[config.mk]
export PLATFORM = sky130hd
export DESIGN_NAME = wm_raster_writer_flat
export DESIGN_NICKNAME = d
export VERILOG_FILES = /design/src/rtl/wm_raster_writer_if.sv /design/src/rtl/wm_raster_writer.sv /design/src/flat_wrapper.sv
export SDC_FILE = /design/constraint.sdc
export NUM_CORES = 1
export LEC_CHECK = 0
export CAP_MARGIN = 25
export CORE_ASPECT_RATIO = 0.6
export CORE_MARGIN = 4
export CORE_UTILIZATION = 45
export CTS_BUF_LIST = sky130_fd_sc_hd__clkbuf_4 sky130_fd_sc_hd__clkbuf_8
export CTS_CLUSTER_SIZE = 30
export DETAILED_ROUTE_END_ITERATION = 7
export MAX_ROUTING_LAYER = met4
export PLACE_DENSITY = 0.64
export SLEW_MARGIN = 20
export SYNTH_ARGS = -nofsm -noshare
export SYNTH_HDL_FRONTEND = slang
export SYNTH_SLANG_ARGS = --single-unit
[constraint.sdc]
create_clock -name clk -period 10.8 [get_ports clk]
set_input_delay 2.16 -clock clk [delete_from_list [all_inputs] [get_ports clk]]
set_output_delay 2.16 -clock clk [all_outputs]
set_load 0.01 [all_outputs]
[src/rtl/wm_raster_writer_if.sv]
// Frame-buffer write port: address/data/request toward memory, ready back.
interface wm_raster_writer_if #(
  parameter int unsigned AW = 21,
  parameter int unsigned DW = 8
);
  logic [AW-1:0] mem_addr;
  logic [DW-1:0] mem_wdata;
  logic          mem_we;
  logic          mem_ready;

  modport master (output mem_addr, output mem_wdata, output mem_we, input mem_ready);
  modport slave  (input mem_addr, input mem_wdata, input mem_we, output mem_ready);
endinterface

[src/rtl/wm_raster_writer.sv]
// Restores raster order for a block-ordered pixel stream and writes it through a FIFO.
// Optional WM_CHECKSUM_EN: 16-bit wrap-around sum of every completed write.
module wm_raster_writer #(
  parameter int unsigned Data_Depth      = 8,
  parameter int unsigned Amba_Addr_Depth = 20,
  parameter int unsigned Dim_Depth       = 10,
  parameter int unsigned Block_Depth     = 7,
  parameter int unsigned Fifo_Depth      = 16,
  parameter int unsigned Fifo_Ptr        = 4
) (
  input  logic                     clk,
  input  logic                     rst,
  input  logic                     start,
  input  logic [Dim_Depth-1:0]     Np,
  input  logic [7:0]               M,
  input  logic [Amba_Addr_Depth:0] out_base,
  input  logic [Data_Depth-1:0]    Pixel_Data,
  input  logic                     new_pixel,
  wm_raster_writer_if.master       mem,
  output logic                     fifo_full,
  output logic                     overflow,
  output logic                     frame_done,
  output logic [15:0]              checksum
);
  localparam int unsigned AW = Amba_Addr_Depth + 1;

  typedef enum logic [1:0] {IDLE, RUN, DRAIN, DONE} state_t;
  state_t state;

  logic [Dim_Depth-1:0]   np_q, m_dim, bx, by;
  logic [Block_Depth-1:0] m_last, col, row;
  logic [AW-1:0]          base_q;

  logic [AW-1:0]         addr_mem [Fifo_Depth];
  logic [Data_Depth-1:0] data_mem [Fifo_Depth];
  logic [Fifo_Ptr-1:0]   wr_ptr, rd_ptr;
  logic [Fifo_Ptr:0]     count, count_nxt;

  logic take, push, pop;
  logic col_wrap, row_wrap, bx_wrap, by_wrap;
  logic [2*Dim_Depth-1:0] prod;
  logic [AW-1:0]          pix_addr;

  assign fifo_full     = (count == (Fifo_Ptr+1)'(Fifo_Depth));
  assign mem.mem_we    = (count != '0);
  // Head is masked while empty so the port reads all-zero after reset.
  assign mem.mem_addr  = mem.mem_we ? addr_mem[rd_ptr] : '0;
  assign mem.mem_wdata = mem.mem_we ? data_mem[rd_ptr] : '0;

  always_comb begin
    take     = (state == RUN) && new_pixel;
    pop      = mem.mem_we && mem.mem_ready;
    push     = take && (!fifo_full || pop);
    col_wrap = (col == m_last);
    row_wrap = (row == m_last);
    bx_wrap  = ((bx + m_dim) == np_q);
    by_wrap  = ((by + m_dim) == np_q);
    prod     = (2*Dim_Depth)'(by + Dim_Depth'(row)) * (2*Dim_Depth)'(np_q);
    pix_addr = base_q + AW'(prod) + AW'(bx) + AW'(col);
    count_nxt = count;
    if (push && !pop)      count_nxt = count + (Fifo_Ptr+1)'(1);
    else if (pop && !push) count_nxt = count - (Fifo_Ptr+1)'(1);
  end

  always_ff @(posedge clk) begin
    if (push) begin
      addr_mem[wr_ptr] <= pix_addr;
      data_mem[wr_ptr] <= Pixel_Data;
    end
  end

  always_ff @(posedge clk or negedge rst) begin
    if (!rst) begin
      state      <= IDLE;
      np_q       <= '0;
      m_dim      <= '0;
      m_last     <= '0;
      base_q     <= '0;
      col        <= '0;
      row        <= '0;
      bx         <= '0;
      by         <= '0;
      wr_ptr     <= '0;
      rd_ptr     <= '0;
      count      <= '0;
      overflow   <= 1'b0;
      frame_done <= 1'b0;
    end else begin
      if (push) wr_ptr <= wr_ptr + Fifo_Ptr'(1);
      if (pop)  rd_ptr <= rd_ptr + Fifo_Ptr'(1);
      count <= count_nxt;
      case (state)
        IDLE, DONE: begin
          if (start) begin
            np_q       <= Np;
            m_dim      <= Dim_Depth'(M);
            m_last     <= Block_Depth'(M - 8'd1);
            base_q     <= out_base;
            col        <= '0;
            row        <= '0;
            bx         <= '0;
            by         <= '0;
            overflow   <= 1'b0;
            frame_done <= 1'b0;
            state      <= RUN;
          end
        end
        RUN: begin
          if (take) begin
            // Dropped pixels still advance the scan so later addresses stay correct.
            if (!push) overflow <= 1'b1;
            if (!col_wrap) col <= col + Block_Depth'(1);
            else begin
              col <= '0;
              if (!row_wrap) row <= row + Block_Depth'(1);
              else begin
                row <= '0;
                if (!bx_wrap) bx <= bx + m_dim;
                else begin
                  bx <= '0;
                  if (!by_wrap) by <= by + m_dim;
                  else begin
                    by    <= '0;
                    state <= DRAIN;
                  end
                end
              end
            end
          end
        end
        DRAIN: begin
          if (count_nxt == '0) begin
            frame_done <= 1'b1;
            state      <= DONE;
          end
        end
        default: state <= IDLE;
      endcase
    end
  end

`ifdef WM_CHECKSUM_EN
  logic [15:0] sum;
  always_ff @(posedge clk or negedge rst) begin
    if (!rst)                                            sum <= '0;
    else if (start && (state == IDLE || state == DONE)) sum <= '0;
    else if (pop)                                        sum <= sum + 16'(mem.mem_wdata);
  end
  assign checksum = sum;
`else
  assign checksum = '0;
`endif
endmodule

[src/flat_wrapper.sv]
// flat-port wrapper written by rule: the top's interface ports become plain ports
module wm_raster_writer_flat 
#(
  parameter int unsigned Data_Depth      = 8,
  parameter int unsigned Amba_Addr_Depth = 20,
  parameter int unsigned Dim_Depth       = 10,
  parameter int unsigned Block_Depth     = 7,
  parameter int unsigned Fifo_Depth      = 16,
  parameter int unsigned Fifo_Ptr        = 4
)
  (clk, rst, start, Np, M, out_base, Pixel_Data, new_pixel, fifo_full, overflow, frame_done, checksum, mem_mem_addr, mem_mem_wdata, mem_mem_we, mem_mem_ready);
  wm_raster_writer_if #(.AW((21)), .DW((8))) mem_i ();
  input  logic clk;
  input  logic rst;
  input  logic start;
  input  logic [Dim_Depth-1:0] Np;
  input  logic [7:0] M;
  input  logic [Amba_Addr_Depth:0] out_base;
  input  logic [Data_Depth-1:0] Pixel_Data;
  input  logic new_pixel;
  output logic fifo_full;
  output logic overflow;
  output logic frame_done;
  output logic [15:0] checksum;
  output wire logic [$bits(mem_i.mem_addr)-1:0] mem_mem_addr;
  output wire logic [$bits(mem_i.mem_wdata)-1:0] mem_mem_wdata;
  output wire logic [$bits(mem_i.mem_we)-1:0] mem_mem_we;
  input wire logic [$bits(mem_i.mem_ready)-1:0] mem_mem_ready;
  assign mem_mem_addr = mem_i.mem_addr;
  assign mem_mem_wdata = mem_i.mem_wdata;
  assign mem_mem_we = mem_i.mem_we;
  assign mem_i.mem_ready = mem_mem_ready;
  wm_raster_writer #(.Data_Depth(Data_Depth), .Amba_Addr_Depth(Amba_Addr_Depth), .Dim_Depth(Dim_Depth), .Block_Depth(Block_Depth), .Fifo_Depth(Fifo_Depth), .Fifo_Ptr(Fifo_Ptr)) u_core (.clk(clk), .rst(rst), .start(start), .Np(Np), .M(M), .out_base(out_base), .Pixel_Data(Pixel_Data), .new_pixel(new_pixel), .mem(mem_i), .fifo_full(fifo_full), .overflow(overflow), .frame_done(frame_done), .checksum(checksum));
endmodule
==> After elaboration in Yosys (flattened, before gate mapping) <==
Memories as Yosys holds them, arrays and structs flattened.
Index checks and enable logic that the tools add are counted.
W data, S select, Z words.
{ "word_totals": {"ramBits": 464, "regBits": 97, "out_inout_bits": 49, "elab_cells": 109, "in_bits": 52, "mem_count": 2} }
{ "classes": {"n_reduce_logical": 23, "mux": 40, "eq_ne": 16, "addsub": 13, "multipliers": 1} }
{ "mem_list": {"columns": ["memory", "words", "width", "rd", "rd_clocked_by_memory_dff", "wr", "line", "source"], "rows": [
  ["u_core.addr_mem", 16, 21, 1, 0, 1, "wm_raster_writer.sv:34", "logic [AW-1:0] addr_mem [Fifo_Depth];"],
  ["u_core.data_mem", 16, 8, 1, 0, 1, "wm_raster_writer.sv:35", "logic [Data_Depth-1:0] data_mem [Fifo_Depth];"]
]} }
{ "ops": {"columns": ["operator", "n"], "rows": [
  ["$mux W10", 10],
  ["$mux W7", 6],
  ["$pmux W10 S2", 2],
  ["$pmux W7 S2", 2],
  ["$add A21 B10 Y21", 1],
  ["$add A21 B20 Y21", 1],
  ["$add A21 B7 Y21", 1],
  ["$mux W21", 1],
  ["$add A10 B8 Y10", 2],
  ["$eq A10 B10 Y1", 2],
  ["$mul A20 B10 Y20", 1],
  ["$add A7 B1 Y7 const B", 2],
  ["$eq A7 B7 Y1", 2],
  ["$mux W2", 7],
  ["$ne A2 B1 Y1 const B", 6],
  ["$add A10 B7 Y11", 1],
  ["$mux W5", 2],
  ["$add A4 B1 Y4 const B", 2],
  ["$mux W8", 1],
  ["$reduce_and A4 Y1", 2],
  ["$reduce_and A7 Y1", 1],
  ["$sub A7 B1 Y7 const B", 1],
  ["$mux W1", 6],
  ["$pmux W2 S3", 1],
  ["19 further kinds", 30]
]} }

==> Longest topological paths before layout <==
Gate-level depths: netlist of the first run.
{ "depth": {"depth_word": 11, "mapped_depth": 41} }

==> Worst setup path before layout of the first run <==
No wires, ideal clock.
{ "synth_path": {"kind": "register to register", "startpoint": "register u_core.row[0]", "endpoint": "memory u_core.addr_mem[0][20] (data pin)", "arrival_ns": 8.431, "path_slack_ns": 1.991, "n_path_buf": 1, "path_stages_with_launch": 38, "required_time_ns": 10.422, "synth_period_minus_slack_ns": 8.809, "path_cell_list": "dfrtp_1 -> ha_1 -> inv_1 -> fa_1 -> nor2b_1 -> o21ai_0 -> a21boi_0 -> o21ai_0 -> a21boi_0 -> o21ai_0 -> xnor2_1 -> nand2_1 -> fa_1 -> inv_1 -> fa_1 -> fa_1 -> fa_1 -> inv_1 -> (+2 left out) -> ha_1 -> a21o_1 -> a31oi_1 -> o21ai_0 -> a21oi_1 -> xnor2_1 -> ha_1 -> ha_1 -> ha_1 -> clkbuf_1 -> nand2_1 -> nand2b_1 -> a211oi_1 -> o21ai_0 -> a31oi_1 -> o31ai_1 -> mux2i_1 -> nand4_1"} }
{ "synth_between": {"elab_chain_len": 5} }
{ "synth_rtl": {"columns": ["element", "line", "source"], "rows": [
  ["start, declared", "wm_raster_writer.sv:31", "logic [Block_Depth-1:0] m_last, col, row;"],
  ["start signal, assigned", "wm_raster_writer.sv:115", "if (!row_wrap) row <= row + Block_Depth'(1);"],
  ["$add A10 B7 Y11", "wm_raster_writer.sv:58", "prod = (2*Dim_Depth)'(by + Dim_Depth'(row)) * (2*Dim_Depth)'(np_q);"],
  ["$mul A20 B10 Y20", "wm_raster_writer.sv:58", null],
  ["$add A21 B20 Y21", "wm_raster_writer.sv:59", "pix_addr = base_q + AW'(prod) + AW'(bx) + AW'(col);"],
  ["$add A21 B10 Y21", "wm_raster_writer.sv:59", null],
  ["$add A21 B7 Y21", "wm_raster_writer.sv:59", null],
  ["named net u_core.pix_addr[20]", "wm_raster_writer.sv:42", "logic [AW-1:0] pix_addr;"],
  ["end, declared", "wm_raster_writer.sv:34", null]
]} }
The timed path passes the listed nets, and every way through them passes these cells.

==> Worst setup path in the final report of the first run <==
{ "layout_path": {"startpoint": "register u_core.row[1]", "endpoint": "memory u_core.addr_mem[10][18] (data pin)"} }
Same word-level chain as after synthesis.

==> results of run 1 <==
## per-layer routing
| metal | routed length, µm | vias to the layer above | track usage | part of all wire |
|---|---|---|---|---|
| met5 | 0 | - | - | 0 |
| met4 | 1300 | 0 | 0.0503 | 0.019 |
| met3 | 4610 | 105 | 0.0431 | 0.068 |
| met2 | 29700 | 527 | 0.289 | 0.44 |
| met1 | 31900 | 8616 | 0.306 | 0.47 |
| li1 | - | 7373 | - | - |
## kinds of logic after synthesis
logic type               after synthesis  synth area share
AO/OA/AOI/OAI                        194            0.0454
buffers and inverters                243            0.0340
XOR/XNOR                             108            0.0345
adder cells (fa/ha/maj)              221             0.118
AND/OR/NAND/NOR                      396            0.0708
flip-flops                           561             0.563
other                                  1          0.000129
multiplexers                         201             0.134
## layout by cell type (no fill, tap or decap), drive strengths merged, types with 6 or more instances in the layout
| cell | netlist | layout |
|---|---|---|
| nand2b | 29 | 29 |
| a22o | 12 | 12 |
| nor2b | 9 | 9 |
| and2 | 88 | 88 |
| xnor2 | 74 | 74 |
| nor3 | 16 | 16 |
| nand3 | 27 | 27 |
| o21a | 7 | 7 |
| clkdlybuf4s50 | 0 | 83 |
| fa | 89 | 89 |
| o21ai | 44 | 44 |
| a211o | 6 | 6 |
| nand2 | 112 | 112 |
| a211oi | 9 | 9 |
| buf | 32 | 35 |
| nor2 | 59 | 59 |
| clkinv | 0 | 17 |
| mux4 | 145 | 145 |
| or3 | 7 | 7 |
| nor4 | 15 | 15 |
| mux2 | 42 | 42 |
| dfrtp | 97 | 97 |
| mux2i | 14 | 14 |
| or2 | 7 | 7 |
| ha | 132 | 132 |
| edfxtp | 464 | 464 |
| clkbuf | 62 | 121 |
| xor2 | 30 | 30 |
| nand4 | 9 | 9 |
| o31ai | 7 | 7 |
| and3 | 7 | 7 |
| conb | 1 | 16 |
| a21o | 18 | 18 |
| inv | 149 | 150 |
| bufinv | 0 | 6 |
| a21oi | 44 | 44 |
## area by class of cell
| cell class | count | area (µm²) |
|---|---|---|
| fill | 5254 | 30500 |
| sequential | 561 | 16400 |
| multi-input combinational | 1136 | 11900 |
| clock buffer | 120 | 1460 |
| timing repair buffer | 119 | 1150 |
| tap | 839 | 1050 |
| inverter | 149 | 559 |
| clock inverter | 28 | 307 |
| antenna | 1 | 2.50 |
## what timing repair did
item                                    CTS  global route
hold buffers                              0             0
gates resized for setup                   0             1
endpoints found under the setup margin    0            16
buffers inserted                          0             1
## worst min-delay path by stage
stage | start | endpoint | slack (ns) | depth (start not counted)
final | u_core.base_q[5] | u_core.base_q[5] | 0.51 | 1
after global routing | u_core.base_q[5] | u_core.base_q[5] | 0.52 | 1
after CTS | u_core.base_q[5] | u_core.base_q[5] | 0.51 | 1
after detailed placement | u_core.base_q[5] | u_core.base_q[5] | 0.49 | 1
after global placement | u_core.base_q[5] | u_core.base_q[5] | 0.49 | 1
after floorplan | u_core.bx[0] | u_core.bx[0] | 0.47 | 2
## per-stage QoR
stage | util | setup slack, ns | std cells
final | 0.519 | 0.835 | 2953
after global routing | 0.519 | 0.202 | 2953
after CTS | 0.517 | 0.431 | 2949
after detailed placement | 0.489 | 0.482 | 2801
after global placement | 0.488 | 0.934 | 2795
after floorplan | - | 1.99 | 1940
## critical path, delay by kind of cell, from the launching register on
family	cells	cell delay [ns]
buffers and inverters	5	0.24
AO/OA/AOI/OAI	14	3.20
flip-flops	1	0.45
AND/OR/NAND/NOR	4	0.51
XOR/XNOR	3	1.16
adder cells (fa/ha/maj)	10	4.09
## sequential cells by signal, summed over array words and instances, names as in the netlist, 4 cells and up
signal	flops
u_core.row	7
u_core.base_q	21
u_core.count	5
u_core.np_q	10
u_core.col	7
u_core.m_last	7
u_core.bx	10
u_core.m_dim	8
u_core.data_mem	128
u_core.addr_mem	336
u_core.by	10
u_core.wr_ptr	4
u_core.rd_ptr	4
==> results.py, run 1 <==
metrics = {
    "clocking": {
        "clock-root-buffer": "clkbuf_8",
        "clkTransAtPathRegs_ns": 0.07,
        "clock_sinks": 561,
        "numCtsBuffers": 83,
        "cts_tree": "done",
        "htree_levels": 3,
        "cts_max_path_buffers": 3,
        "insertion_delay_ns": 0.72,
    },
    "logic_synthesis": {
        "synth_commonest_cells": "464 x edfxtp_1, 149 x inv_1, 145 x mux4_2",
        "yosysSeqAreaShare": 0.563,
        "synth_top_cell_by_area": "edfxtp_1",
        "syn_area_per_cell_um2": 15.1,
        "synth_top_area_frac": 0.480,
        "synth.most_common_cell": "edfxtp_1",
        "synthCells": 1925,
        "synth_seq_cells": 561,
        "synth_flop_cell": "edfxtp_1",
        "ys_types": 76,
        "synth.area.top_cells": "edfxtp_1 48%, mux4_2 11%, dfrtp_1 8.4%",
        "ys_async_sr_fraction": 0.173,
        "syn_area_um2": 29000,
        "yosys_warnings": 0,
        "synth_edf_count": 464,
    },
    "sta": {
        "skew_ns": 0.0653,
        "fmax_mhz": 100,
        "fin_crit_ns": 9.97,
        "finalSetupViolations": 0,
        "min_period_over_period": 0.923,
        "timing.hold.ws_ns": 0.506,
        "rsz0062_at_grt": "false",
        "slew_violations": 0,
        "slew_headroom": 0.326,
        "setup-tns-final_ns": 0,
        "finalHoldViolCount": 0,
        "worstMarginPinSlew_ns": 1.01,
    },
    "placed_design": {
        "placed_cell_area_um2": 30900,
        "dp_hpwl_um": 41200,
        "gp_congestion": 0.896,
        "numPortBuffers": 84,
    },
    "worst_setup_path": {
        "cp-endpoint": "u_core.addr_mem[10][18]",
        "cp_max_fo": 16,
        "rr_endpoint": "u_core.addr_mem[10][18]",
        "criticalPathCategory": "reg2reg",
        "worstPathArrival_ns": 10.34,
        "cp-startpoint": "u_core.row[1]",
        "rr_startpoint": "u_core.row[1]",
        "critPathMaxStageDelay_ns": 0.58,
        "critPathSlowestCell": "fa_1",
        "cp.required_ns": 11.17,
        "rrSetupSlack_ns": 0.83,
        "end_kind": "flop",
        "start_kind": "flop",
        "reg2reg_depth": 36,
    },
    "final_layout": {
        "layout-drive-gt1-share": 0.192,
        "fin_area_um2": 32800,
        "area_growth_syn_to_layout_pct": 13.0,
        "nets": 2323,
    },
    "floorplan": {
        "initial_core_util": 0.459,
        "die_h_um": 205,
        "rows": 71,
        "coreArea_um2": 63300,
        "ios": 101,
        "die-area_um2": 68800,
        "fp.dieW_um": 336,
    },
    "detailed_routing": {
        "avgViaCountPerCell": 5.63,
        "wl_um": 67500,
        "dr.pass1.iters": 5,
        "drtIter0Drc": 1530,
        "postRouteAntennaNets": 0,
        "vias": 16600,
        "drcViolationCount": 0,
        "drt-wirelength-per-cell_um": 22.9,
    },
    "global_route": {
        "grt_max_degree": 98,
        "track_usage": 0.205,
        "first_global_vias": 16800,
        "grt-ovfl-total": 0,
        "antenna_found_initial": 1,
        "grt_pass1_wl_um": 103000,
    },
    "run": {
        "maxCapViolations": 0,
    },
    "status": {
        "status": "finished, final reports clean",
    },
    "min_path": {
        "hold_class": "reg2reg",
    },
}
Power of run 1 is left out: the tool's default activity adds up to more than one toggle a clock period on the data nets, which glitch-free logic cannot reach.
==> run 2, diff against run 1 <==
--- a/config.mk
+++ b/config.mk
@@ -12,6 +12,8 @@
 export CTS_BUF_LIST = sky130_fd_sc_hd__clkbuf_4 sky130_fd_sc_hd__clkbuf_8
 export CTS_CLUSTER_SIZE = 30
 export DETAILED_ROUTE_END_ITERATION = 7
+export GPL_TIMING_DRIVEN = 0
+export HOLD_SLACK_MARGIN = 0.1
 export MAX_ROUTING_LAYER = met4
 export PLACE_DENSITY = 0.64
 export SLEW_MARGIN = 20
==> run 2 against run 1 <==
Non-clock buffer count grew 121. Via count is 4.4% higher. Die area unchanged. Global-route usage is 1.6 points higher. First-iteration DRC count up 13%. Critical path type unchanged.
==> results.py, run 2 (synthesis gave the netlist of run 1 again) <==
metrics = {
    "sta": {
        "finalSetupViolations": 0,
        "setup-tns-final_ns": 0,
        "min_period_over_period": 0.940,
        "fin_crit_ns": 10.15,
        "fmax_mhz": 98.5,
        "finalHoldViolCount": 0,
        "rsz0062_at_grt": "false",
        "slew_headroom": 0.339,
        "worstMarginPinSlew_ns": 0.991,
        "skew_ns": 0.0401,
        "slew_violations": 0,
    },
    "floorplan": {
        "fp.dieW_um": 336,
        "die_h_um": 205,
        "rows": 71,
        "coreArea_um2": 63300,
        "initial_core_util": 0.459,
        "ios": 101,
        "die-area_um2": 68800,
    },
    "global_route": {
        "grt_max_degree": 68,
        "antenna_found_initial": 1,
        "grt-ovfl-total": 0,
        "track_usage": 0.222,
        "grt_pass1_wl_um": 110000,
        "first_global_vias": 17500,
    },
    "final_layout": {
        "area_growth_syn_to_layout_pct": 15.8,
        "final_cell_mix": "464 x edfxtp_1, 149 x inv_1, 145 x mux4_2",
        "fin_area_um2": 33600,
        "layout-drive-gt1-share": 0.203,
        "nets": 2445,
        "layoutNonFillerInstCount": 3079,
        "reg_top3": "u_core.addr_mem x336, u_core.data_mem x128, u_core.base_q x21",
        "largest_register": "u_core.addr_mem",
        "post-route-util": 0.532,
        "largest_reg_flops": 336,
        "final_common_cell": "edfxtp_1",
    },
    "placed_design": {
        "dpl.cell_count": 2915,
        "placed_cell_area_um2": 31700,
        "numPortBuffers": 83,
        "dp_hpwl_um": 51400,
        "gp_congestion": 0.922,
    },
    "clocking": {
        "clock_sinks": 561,
        "ctsHoldBuffers": 0,
        "numCtsBuffers": 84,
        "clkTransAtPathRegs_ns": 0.06,
        "clock-root-buffer": "clkbuf_8",
        "htree_levels": 3,
        "cts_max_path_buffers": 3,
        "insertion_delay_ns": 0.69,
        "cts_tree": "done",
    },
    "worst_setup_path": {
        "critPathSlowestCell": "a21boi_0",
        "rr_startpoint": "u_core.row[0]",
        "reg2reg_depth": 39,
        "critPathMaxStageDelay_ns": 0.63,
        "end_kind": "flop",
        "cp_max_fo": 16,
        "criticalPathCategory": "reg2reg",
        "start_kind": "flop",
        "worstPathArrival_ns": 10.55,
        "cp-startpoint": "u_core.row[0]",
        "crit_top_cell": "fa_1",
        "cp.required_ns": 11.20,
    },
    "detailed_routing": {
        "wl_um": 72300,
        "wl_met1_um": 33800,
        "avgViaCountPerCell": 5.64,
        "drtIter0Drc": 1722,
        "vias": 17400,
        "topRoutingLayerUsed": "met4",
        "drt-wirelength-per-cell_um": 23.5,
        "dr.pass1.iters": 5,
        "met2_length_um": 30900,
        "postRouteAntennaNets": 0,
        "drcViolationCount": 0,
        "dr_wl_met3_um": 6080,
    },
    "min_path": {
        "hold_class": "reg2reg",
        "whs_path_depth": 1,
        "hold_path_startpoint": "u_core.base_q[4]",
    },
    "status": {
        "status": "finished, final reports clean",
    },
    "run": {
        "maxCapViolations": 0,
    },
}
-- run 2: final timing paths --
check,endpoint,slack [ns]
max in group asynchronous,u_core.base_q[18],8.69
worst min register to register,u_core.base_q[4],0.51
worst max-delay path,u_core.addr_mem[3][20],0.65
worst max register to register,u_core.addr_mem[3][20],0.65
worst min-delay path,u_core.base_q[4],0.51
min in group asynchronous,u_core.count[3],1.35
-- run 2: critical path, delay by kind of cell (launching register included) --
family | cells | cell delay, ns
xor gates and xnor gates | 2 | 0.33
AOI/OAI and AO/OA | 13 | 3.34
buffers and inverters | 7 | 0.77
muxes | 1 | 0.19
adders and majority gates | 11 | 4.26
and+or+nand+nor | 5 | 0.50
DFF | 1 | 0.48
-- run 2: timing repair --
item / 4_1_cts / 5_1_grt
gates resized for setup: 3 / 4
endpoints found under the hold margin: 0 / 0
pin swaps: 1 / 2
setup endpoints to repair: 48 / 92
buffers inserted: 1 / 3
-- run 2: metrics by stage --
step | hold slack (ns) | setup WS, ns
2_1_floorplan | 0.474 | 1.99
3_3_place_gp | 0.492 | 0.0952
3_5_place_dp | 0.498 | -0.181
4_1_cts | 0.514 | 0.158
5_1_grt | 0.522 | 0.0234
6_report | 0.511 | 0.651
-- run 2: area by class of cell --
type | count | area (µm²)
Fill cell | 5172 | 29600
Sequential cell | 561 | 16400
Multi-Input combinational cell | 1136 | 12000
Timing Repair Buffer | 146 | 1590
Clock buffer | 107 | 1340
Tap cell | 839 | 1050
Inverter | 149 | 559
Buffer | 94 | 434
Clock inverter | 46 | 342
Antenna cell | 1 | 2.50
-- run 2: layer usage --
layer	vias up	track usage
met4	0	0.0535
met5	-	-
met2	673	0.304
met1	8937	0.337
li1	7637	-
met3	113	0.0484
Power of run 2 is left out for the same reason.
==> run 3, diff against run 2 <==
--- a/config.mk
+++ b/config.mk
@@ -16,6 +16,7 @@
 export HOLD_SLACK_MARGIN = 0.1
 export MAX_ROUTING_LAYER = met4
 export PLACE_DENSITY = 0.64
+export SETUP_SLACK_MARGIN = 0.5
 export SLEW_MARGIN = 20
 export SYNTH_ARGS = -nofsm -noshare
 export SYNTH_HDL_FRONTEND = slang
==> constraint.sdc (replaced) <==
create_clock -name clk -period 9.8 [get_ports clk]
set_input_delay 1.96 -clock clk [delete_from_list [all_inputs] [get_ports clk]]
set_output_delay 1.96 -clock clk [all_outputs]
set_load 0.01 [all_outputs]
==> run 3 against run 2 <==
Via count increased by 1.1%. Sequential share of layout area decreased by 0.62 points. First-iteration DRC count increased by 0.12%. Die area unchanged. Final cell count increased by 0.75%. Highest routed layer unchanged.
==> results.py, run 3 (synthesis gave the netlist of run 1 again) <==
metrics = {
    "status": {
        "status": "finished, final reports clean",
    },
    "detailed_routing": {
        "dr.pass1.iters": 6,
        "drtIter0Drc": 1724,
        "drt-wirelength-per-cell_um": 23.5,
        "vias": 17500,
        "drcViolationCount": 0,
        "postRouteAntennaNets": 0,
        "wl_um": 73000,
        "avgViaCountPerCell": 5.66,
    },
    "sta": {
        "timing.hold.ws_ns": 0.511,
        "finalSetupViolations": 0,
        "skew_ns": 0.0410,
        "min_period_over_period": 0.910,
        "fmax_mhz": 112,
        "slew_violations": 0,
        "slew_headroom": 0.326,
        "finalHoldViolCount": 0,
        "worstMarginPinSlew_ns": 1.01,
        "fin_crit_ns": 8.92,
        "rsz0062_at_grt": "true",
        "layout_setup_ws_ns": 0.881,
    },
    "clocking": {
        "ctsHoldBuffers": 0,
        "cts_tree": "done",
        "clkTransAtPathRegs_ns": 0.06,
        "htree_levels": 3,
        "cts_max_path_buffers": 3,
        "clock-root-buffer": "clkbuf_8",
        "clock_sinks": 561,
        "insertion_delay_ns": 0.69,
        "numCtsBuffers": 84,
    },
    "final_layout": {
        "reg_top3": "u_core.addr_mem x336, u_core.data_mem x128, u_core.base_q x21",
        "final_common_cell": "edfxtp_1",
        "layout-drive-gt1-share": 0.225,
        "final_cell_mix": "464 x edfxtp_1, 149 x inv_1, 145 x mux4_2",
        "post-route-util": 0.539,
        "largest_register": "u_core.addr_mem",
        "nets": 2468,
        "area_growth_syn_to_layout_pct": 17.4,
        "layoutNonFillerInstCount": 3102,
        "largest_reg_flops": 336,
    },
    "floorplan": {
        "fp.dieW_um": 336,
        "ios": 101,
        "coreArea_um2": 63300,
        "die-area_um2": 68800,
        "die_h_um": 205,
        "rows": 71,
        "initial_core_util": 0.459,
    },
    "global_route": {
        "grt_max_degree": 68,
        "grt_pass1_wl_um": 111000,
        "track_usage": 0.223,
        "grt-ovfl-total": 0,
        "antenna_found_initial": 1,
        "first_global_vias": 17600,
    },
    "placed_design": {
        "numPortBuffers": 83,
        "gp_congestion": 0.922,
        "place_ws_ns": -1.18,
        "dpl.cell_count": 2915,
        "dp_hpwl_um": 51400,
    },
    "worst_setup_path": {
        "start_kind": "flop",
        "end_kind": "flop",
        "critPathSlowestCell": "fa_1",
        "cp_max_fo": 16,
        "cp.required_ns": 10.16,
        "crit_top_cell": "fa_1",
        "worstPathArrival_ns": 9.28,
        "criticalPathCategory": "reg2reg",
        "critPathMaxStageDelay_ns": 0.56,
    },
    "min_path": {
        "hold_class": "reg2reg",
    },
    "run": {
        "maxCapViolations": 0,
    },
}
run 3: changes by cell type in the layout (fill, tap and decap cells not counted), moves of 4 or more:
cell | before | now
a21oi_2 | 0 | 5
a21oi_1 | 44 | 38
o21ai_0 | 40 | 35
buf_4 | 34 | 55
ha_1 | 132 | 128
run 3: worst paths after layout:
check / startpoint / to / slack (ns) / cells after the start
setup / recovery: u_core.row[1] / u_core.addr_mem[2][15] / 0.88 / 36
hold / removal: u_core.base_q[4] / u_core.base_q[4] / 0.51 / 1
setup reg to reg: u_core.row[1] / u_core.addr_mem[2][15] / 0.88 / 36
hold reg to reg: u_core.base_q[4] / u_core.base_q[4] / 0.51 / 1
max in group asynchronous: rst / u_core.base_q[18] / 7.88 / 2
min in group asynchronous: rst / u_core.count[0] / 1.15 / 1
run 3: final cells by class:
type                    instances  area, µm²
diodes                          1       2.50
flip-flops and latches        561      16400
clock inverters                46        342
inverters                     149        559
multi-input cells            1136      12200
fillers                      5126      29200
well taps                     839       1050
repair buffers                169       1790
plain buffers                  94        435
clock buffers                 107       1340
run 3: what timing repair did:
item	CTS	global route
resized for setup	30	35
buffers inserted	11	17
cloned	0	0
setup endpoints to repair	160	173
pin swaps	9	11
run 3: layer usage:
layer | wire, µm | up-vias | share of wire | track usage
li1 | - | 7685 | - | -
met1 | 34200 | 9091 | 0.47 | 0.338
met2 | 31200 | 657 | 0.43 | 0.306
met3 | 5960 | 114 | 0.082 | 0.0487
met4 | 1600 | 0 | 0.022 | 0.0546
met5 | 0 | - | 0 | -
run 3: worst max-delay path, delay by kind of cell, from the launching register on:
kind,cells,cell delay [ns]
flops,1,0.42
buf+inv,6,0.42
fa+ha+maj,10,4.21
xor+xnor,3,0.63
compound gates,14,2.55
simple gates,3,0.36
run 3: metrics by stage:
stage / TNS (ns) / area (µm²)
finish: 0 / 34100
global route: 0 / 34100
CTS: 0 / 33700
detailed placement: -90.93 / 31700
global placement: -132.05 / 31000
floorplan: 0 / 29100
Power of run 3 is left out for the same reason.
